<file path="config.mk">
export PLATFORM = sky130hd
export DESIGN_NAME = reg_alu_ctrl_flat
export DESIGN_NICKNAME = d
export VERILOG_FILES = /design/src/rtl/reg_alu_ctrl_if.sv /design/src/rtl/reg_alu_ctrl.sv /design/src/flat_wrapper.sv
export SDC_FILE = /design/constraint.sdc
export NUM_CORES = 1
export LEC_CHECK = 0
export CAP_MARGIN = 20
export CORE_ASPECT_RATIO = 1.75
export CORE_UTILIZATION = 46
export CTS_BUF_LIST = sky130_fd_sc_hd__clkbuf_16
export DETAILED_ROUTE_END_ITERATION = 6
export PLACE_DENSITY = 0.95
export SLEW_MARGIN = 40
export SYNTH_ARGS = -nofsm -noshare
export SYNTH_HDL_FRONTEND = slang
export SYNTH_SLANG_ARGS = --single-unit
</file>
<file path="constraint.sdc">
create_clock -name clk -period 4.4 [get_ports clk]
set_clock_uncertainty 0.2 [all_clocks]
set_input_delay 0.44 -clock clk [delete_from_list [all_inputs] [get_ports clk]]
set_output_delay 0.44 -clock clk [all_outputs]
set_load 0.02 [all_outputs]
</file>
<file path="src/rtl/reg_alu_ctrl_if.sv">
// Instruction handshake plus reg_alu control/status bundle between upstream, reg_alu_ctrl and reg_alu.
// master = the environment that issues words and observes control; slave = reg_alu_ctrl itself.
interface reg_alu_ctrl_if;
    logic [15:0] instr;
    logic        instr_valid;
    logic        instr_ready;
    logic        cout;
    logic        sel;
    logic        wr;
    logic [1:0]  op;
    logic [2:0]  rd_addr_a;
    logic [2:0]  rd_addr_b;
    logic [2:0]  wr_addr;
    logic [15:0] d_in;
    logic        halted;
    logic        carry_flag;

    modport master (
        output instr, instr_valid, cout,
        input  instr_ready, sel, wr, op, rd_addr_a, rd_addr_b, wr_addr, d_in, halted, carry_flag
    );

    modport slave (
        input  instr, instr_valid, cout,
        output instr_ready, sel, wr, op, rd_addr_a, rd_addr_b, wr_addr, d_in, halted, carry_flag
    );
endinterface

</file>
<file path="src/rtl/reg_alu_ctrl.sv">
// Decodes NOP/LDI/ALU/HALT words into one-cycle reg_alu write controls; CARRY_FLAG_EN adds a carry flag.
// Latency: controls are registered, wr is high for the single cycle after the opcode (ALU) or immediate (LDI) edge.
// Backpressure: instr_ready drops during the write cycle and permanently after HALT; upstream holds its word.
module reg_alu_ctrl (
    input  logic           clk,
    input  logic           reset,
    reg_alu_ctrl_if.slave  bus
);

    typedef enum logic [1:0] {IDLE, IMM, EXEC, HALT} state_t;

    state_t      state, state_nxt;
    logic        accept;
    logic [1:0]  opc;
    logic [2:0]  rd_lat;
    logic        sel_q;
    logic        wr_q;
    logic [1:0]  op_q;
    logic [2:0]  rd_addr_a_q;
    logic [2:0]  rd_addr_b_q;
    logic [2:0]  wr_addr_q;
    logic [15:0] d_in_q;

    assign opc             = bus.instr[15:14];
    assign bus.instr_ready = (state == IDLE) || (state == IMM);
    assign accept          = bus.instr_valid && bus.instr_ready;
    assign bus.halted      = (state == HALT);

    always_ff @(posedge clk or posedge reset) begin
        if (reset) state <= IDLE;
        else       state <= state_nxt;
    end

    always_comb begin
        state_nxt = state;
        case (state)
            IDLE: begin
                if (accept) begin
                    case (opc)
                        2'b01:   state_nxt = IMM;
                        2'b10:   state_nxt = EXEC;
                        2'b11:   state_nxt = HALT;
                        default: state_nxt = IDLE;
                    endcase
                end
            end
            IMM:     if (accept) state_nxt = EXEC;
            EXEC:    state_nxt = IDLE;
            HALT:    state_nxt = HALT;
            default: state_nxt = IDLE;
        endcase
    end

    // wr defaults low every edge so it can only ever be a one-cycle pulse
    always_ff @(posedge clk or posedge reset) begin
        if (reset) begin
            rd_lat      <= '0;
            sel_q       <= 1'b0;
            wr_q        <= 1'b0;
            op_q        <= '0;
            rd_addr_a_q <= '0;
            rd_addr_b_q <= '0;
            wr_addr_q   <= '0;
            d_in_q      <= '0;
        end else begin
            wr_q <= 1'b0;
            if (accept && (state == IDLE) && (opc == 2'b01)) begin
                rd_lat <= bus.instr[13:11];
            end
            if (accept && (state == IDLE) && (opc == 2'b10)) begin
                sel_q       <= 1'b1;
                wr_q        <= 1'b1;
                op_q        <= bus.instr[13:12];
                rd_addr_a_q <= bus.instr[11:9];
                rd_addr_b_q <= bus.instr[8:6];
                wr_addr_q   <= bus.instr[5:3];
                d_in_q      <= '0;
            end else if (accept && (state == IMM)) begin
                sel_q     <= 1'b0;
                wr_q      <= 1'b1;
                wr_addr_q <= rd_lat;
                d_in_q    <= bus.instr;
            end
        end
    end

    assign bus.sel       = sel_q;
    assign bus.wr        = wr_q;
    assign bus.op        = op_q;
    assign bus.rd_addr_a = rd_addr_a_q;
    assign bus.rd_addr_b = rd_addr_b_q;
    assign bus.wr_addr   = wr_addr_q;
    assign bus.d_in      = d_in_q;

`ifdef CARRY_FLAG_EN
    logic carry_q;

    // sel_q is only high in EXEC for an ALU word, so this captures cout exactly at the end of that cycle
    always_ff @(posedge clk or posedge reset) begin
        if (reset)                          carry_q <= 1'b0;
        else if ((state == EXEC) && sel_q)  carry_q <= bus.cout;
    end

    assign bus.carry_flag = carry_q;
`else
    logic unused_cout;

    assign unused_cout    = bus.cout;
    assign bus.carry_flag = 1'b0;
`endif

endmodule

</file>
<file path="src/flat_wrapper.sv">
// flat-port wrapper written by rule: the top's interface ports become plain ports
module reg_alu_ctrl_flat 
  (clk, reset, bus_instr, bus_instr_valid, bus_cout, bus_instr_ready, bus_sel, bus_wr, bus_op, bus_rd_addr_a, bus_rd_addr_b, bus_wr_addr, bus_d_in, bus_halted, bus_carry_flag);
  reg_alu_ctrl_if bus_i ();
  input  logic clk;
  input  logic reset;
  input wire logic [$bits(bus_i.instr)-1:0] bus_instr;
  input wire logic [$bits(bus_i.instr_valid)-1:0] bus_instr_valid;
  input wire logic [$bits(bus_i.cout)-1:0] bus_cout;
  output wire logic [$bits(bus_i.instr_ready)-1:0] bus_instr_ready;
  output wire logic [$bits(bus_i.sel)-1:0] bus_sel;
  output wire logic [$bits(bus_i.wr)-1:0] bus_wr;
  output wire logic [$bits(bus_i.op)-1:0] bus_op;
  output wire logic [$bits(bus_i.rd_addr_a)-1:0] bus_rd_addr_a;
  output wire logic [$bits(bus_i.rd_addr_b)-1:0] bus_rd_addr_b;
  output wire logic [$bits(bus_i.wr_addr)-1:0] bus_wr_addr;
  output wire logic [$bits(bus_i.d_in)-1:0] bus_d_in;
  output wire logic [$bits(bus_i.halted)-1:0] bus_halted;
  output wire logic [$bits(bus_i.carry_flag)-1:0] bus_carry_flag;
  assign bus_i.instr = bus_instr;
  assign bus_i.instr_valid = bus_instr_valid;
  assign bus_i.cout = bus_cout;
  assign bus_instr_ready = bus_i.instr_ready;
  assign bus_sel = bus_i.sel;
  assign bus_wr = bus_i.wr;
  assign bus_op = bus_i.op;
  assign bus_rd_addr_a = bus_i.rd_addr_a;
  assign bus_rd_addr_b = bus_i.rd_addr_b;
  assign bus_wr_addr = bus_i.wr_addr;
  assign bus_d_in = bus_i.d_in;
  assign bus_halted = bus_i.halted;
  assign bus_carry_flag = bus_i.carry_flag;
  reg_alu_ctrl u_core (.clk(clk), .reset(reset), .bus(bus_i));
endmodule
</file>
## Yosys cells after proc, flatten, opt, wreduce, memory -nomap -nowiden

Cells that the tools add are included.

- Multiplexer cells: 12
- Equal/unequal tests: 8
- Reductions and logical operators: 9

Operators with widths:

| kind | number |
|---|---|
| $mux 16 | 2 |
| $eq 2x2->1 const B | 4 |
| $pmux 2 s4 | 1 |
| $mux 3 | 2 |
| $pmux 2 s3 | 1 |
| $logic_and 1x1->1 | 5 |
| $eq 2x1->1 const B | 2 |
| $mux 1 | 4 |
| $mux 2 | 2 |
| $ne 2x1->1 const B | 2 |
| $logic_not 2->1 | 1 |
| $reduce_and 2->1 | 1 |
| $reduce_bool 2->1 | 1 |
| $logic_or 1x1->1 | 1 |

- Output and inout port bits: 32
- Flip-flop bits (word level): 34
- Input bits: 20
- Logic and storage cells: 38

## Longest topological paths before layout

- Depth in word-level cells: 6
- Gate-level depth with buffers: 6
- Gate-level depth less buffers: 4

## Least setup slack after synthesis

Ideal clock, no wire load.

- Path type: in2reg
- Start: input port bus_instr[14]
- End: register u_core.op_q[0], in the netlist u_core.bus.op[0]
- Path buffers: 1
- Arrival: 1383 ps
- Stages: 4
- Path slack: 2692 ps
- Setup time: 125 ps
- Data required time: 4075 ps
- Path through: nand2b_4 > or3_4 > buf_6 > mux2_4

- Longest elaborated chain between the ends: 2

Ends and longest elaborated chain:

| item | line | source |
|---|---|---|
| start: declaration | flat_wrapper.sv:7 | `input wire logic [$bits(bus_i.instr)-1:0] bus_instr;` |
| $eq 2x2->1 | reg_alu_ctrl.sv:70 | `if (accept && (state == IDLE) && (opc == 2'b10)) begin` |
| $logic_and 1x1->1 | reg_alu_ctrl.sv:70 |  |
| end signal: assignment | reg_alu_ctrl.sv:73 | `op_q <= bus.instr[13:12];` |
| end: declaration | reg_alu_ctrl.sv:18 | `logic [1:0] op_q;` |

No other way between the ends.
A chain may end at the register's enable or synchronous reset.

## Final worst setup path

- Start: input port bus_instr_valid
- End: register u_core.d_in_q[14], in the netlist u_core.bus.d_in[14]

- Longest elaborated chain between the ends: 4
- Elaborated cells between the ends (all ways): 6
- Those cells by class: mux: 1; reduce/logical: 5

Ends and longest elaborated chain:

| item | line | source |
|---|---|---|
| start: declaration | flat_wrapper.sv:8 | `input wire logic [$bits(bus_i.instr_valid)-1:0] bus_instr_valid;` |
| $logic_and 1x1->1 (*) | reg_alu_ctrl.sv:26 | `assign accept = bus.instr_valid && bus.instr_ready;` |
| $logic_and 1x1->1 (2 in a row) | reg_alu_ctrl.sv:70 |  |
| $mux 16 or $reduce_bool 2->1 (tied branches) | n/a |  |
| end signal: assignment | reg_alu_ctrl.sv:82 | `d_in_q <= bus.instr;` |
| end: declaration | reg_alu_ctrl.sv:22 | `logic [15:0] d_in_q;` |

Mark *: on every way between the ends. The rest lies on a longest branch, timed or not.

==> impl_results.md <==
- Slowest cell on the critical path: clkdlybuf4s50_1
- Placement Setup Slack: 1.79 ns
- Fillers: 178
- Critical Path RT: 4.36 ns
- Pre-antenna DRT Iters: 7
- CTS tree: done
- Compound-Gate Fraction of Synth Area: 15.6%
- Most numerous cell in the Yosys netlist: dfrtp_1
- IO Port Bufs: 49
- Initial Util: 49.5%
- Arr. time, crit path: 2.28 ns
- Reg area: 851 µm²
- Vias after detailed routing: 981
- HP Class: register to register
- Num CTS Buffers: 5
- CP endpoint kind: register
- Max incr delay on CP: 0.49 ns
- First-pass GRT wire length: 5420 µm
- Drc violations: 11
- Mux cell area share after synthesis: 11.4%
- Pwr dens: 802 nW/µm²
- Chip width: 43.4 µm
- RSZ-0062 raised after global routing: no
- Final WL: 3150 µm
- All-Layer GR Usage: 24.1%
- Vias per inst: 5.51
- Antenna Nets Post-Route: 0
- Worst path cell trace: clkdlybuf4s50_1 -> nor2b_1 -> o21ai_2 -> inv_1 -> mux2_2
- Clock root cell: clkbuf_16
- Final WS setup: 2.08 ns
- Top cells by area, synth: dfrtp_1 (62%), a22o_1 (9.5%), mux2_4 (6.5%)
- Slew HR: 52.9%
- Async S/R FF share, synth: 100%
- Setup-failing EPs final: 0
- Status: finished with violations
- Clock transition at path regs: 0.05 ns
- Fraction of layout cells with a size suffix above 1: 16.6%
- Antenna Cells: 0
- Sequential-to-total area share from yosys stat: 61.7%
- FMAX: 431 MHz
- Final Cycle Share: 52.8%
- Post-DP HPWL: 2160 µm
- Critical path fanouts, max: 16
- Die Ht: 74.4 µm
- Post-Syn Area per Cell: 13.8 µm²
- Post-Synthesis Cells: 100
- Delay-heaviest family, CP: buffers and inverters
- Worst-Skew Late Latency: 0.27 ns
- Peak supply drop: 0.489 mV
- Cell variety after synth: 24
- Max-slew violations: 0
- CTS sink cnt: 34
- FF+latch count, synth: 34
- Final hold vios: 0
- Largest family of logic cells by synthesized area: compound AO/OA/AOI/OAI gates
- Num rows: 25
- Final min period: 2.32 ns
- Top cell type by total area after synthesis: dfrtp_1
- DR WL/cell: 17.7 µm
- Final #Nets: 170
- Post-synthesis xor/xnor area fraction: 0%
- I/O pin count: 52
- Postcts setup bufs: 0
- H-tree levels: 2
- Placeable Area: 2780 µm²
- Post-synthesis adder-cell area fraction: 0%
- Multi-input logic area: 472 µm²
- Initial antenna violation count: 0
- Post-synthesis simple-gate area fraction: 6.90%
- GP Congestion: 0.804
- Layout area overhead: 45.6%
- Cell Area, Synth: 1380 µm²
- Clk buf depth: 2
- Yosys warns: 0
- Overall power: 0.00161 W
- Largest net degree at the start of global routing: 35
- Leakage power: 0.914 nW
- Gr ovfl total: 0
- Failing checks: DRC
- Synth Net Count: 120
- Vias in the first global route: 1070
- DR iter-0 viols: 36
- Yosys top cell area share: 61.7%
- Post-synth EDFFs: 0
- Slew @ Worst Pin: 0.707 ns
- Hold-fix buffers, CTS: 0
- Critical Path Source Type: input pin
- Die footprint: 3230 µm²
- Max-Cap Viols: 0
- Setup TNS: 0 ns
- Buf/Inv on CP: 2
- Critical path class: input pin to register
- # resized after CTS: 0
- Most frequent cells after synthesis: dfrtp_1 (34), a22o_1 (15), mux2_2 (6), mux2_4 (6), nor2_1 (6)
- Prevailing post-synth register cell: dfrtp_1
==> worst reg2reg max path, delay by kind of cell (launching register included) <==
kind | cells | cell delay (ns)
AND/OR/NAND/NOR | 1 | 0.45
flip-flops | 1 | 0.40
AO/OA/AOI/OAI | 1 | 0.35
multiplexers | 1 | 0.34
buffers and inverters | 1 | 0.19
==> where the power goes <==
part	switching, W	internal [W]
Combinational	0.000331	0.000393
Clock	0.000121	0.000204
Sequential	0.0000996	0.000462
==> kinds of logic (layout without fill, tap and decap cells) <==
logic type,count (synthesis),in the layout
compound gates,25,25
buf+inv,11,62
flops,34,34
mux,12,12
other cells,1,1
simple gates,17,17
==> per-layer routing <==
layer  global-route usage (%)  up-vias  wire length [µm]
met1                     27.0      469              1220
li1                         -      455                 -
met2                     39.4       47              1590
met3                     8.98       10               240
met5                        0        -                 0
met4                     13.2        0                98
==> placed cells by master (no fill, tap or decap), drive strengths merged <==
cell / instances
a21oi: 1
a22o: 15
a2bb2oi: 3
and2: 2
buf: 1
clkbuf: 5
clkdlybuf4s50: 49
clkinv: 2
conb: 1
dfrtp: 34
inv: 5
mux2: 12
nand2: 3
nand2b: 2
nand3: 1
nor2: 6
nor2b: 2
o21ai: 3
o221a: 3
or3: 1
==> final cells by class <==
| class | count | share of cell area (%) |
|---|---|---|
| clock buffers | 5 | 6.23 |
| clock inverters | 3 | 0.623 |
| inverters | 4 | 0.748 |
| multi-input cells | 55 | 23.5 |
| flip-flops and latches | 34 | 42.4 |
| well taps | 27 | 1.68 |
| repair buffers | 50 | 24.8 |
==> registers in the layout, summed over array words and instances (netlist names) <==
register and flops:
u_core.bus.d_in 16, u_core.rd_lat 3, u_core.state 2, u_core.bus.wr 1, u_core.bus.rd_addr_b 3, u_core.bus.sel 1
u_core.bus.op 2, u_core.bus.rd_addr_a 3, u_core.bus.wr_addr 3
==> stage by stage <==
| stage | std cells | util (%) | hold slack, ns | cell area (µm²) |
|---|---|---|---|---|
| floorplan | 100 | - | 0.280 | 1380 |
| global placement | 170 | 67.1 | 0.287 | 1870 |
| detailed placement | 170 | 67.1 | 0.291 | 1870 |
| CTS | 178 | 72.1 | 0.306 | 2010 |
| global route | 178 | 72.1 | 0.318 | 2010 |
| finish | 178 | 72.1 | 0.300 | 2010 |
==> final timing paths <==
check | startpoint | end | slack, ns | cells past startpoint
max | bus_instr_valid | u_core.bus.d_in[14] | 2.08 | 5
min | u_core.bus.d_in[15] | u_core.bus.d_in[15] | 0.30 | 1
max reg2reg | u_core.state[1] | u_core.bus.d_in[14] | 2.35 | 4
min reg2reg | u_core.bus.d_in[15] | u_core.bus.d_in[15] | 0.30 | 1
max in group asynchronous | reset | u_core.bus.op[1] | 3.34 | 3
min in group asynchronous | reset | u_core.bus.d_in[0] | 0.35 | 3
No activity file was read; power rests on OpenSTA's default activity.
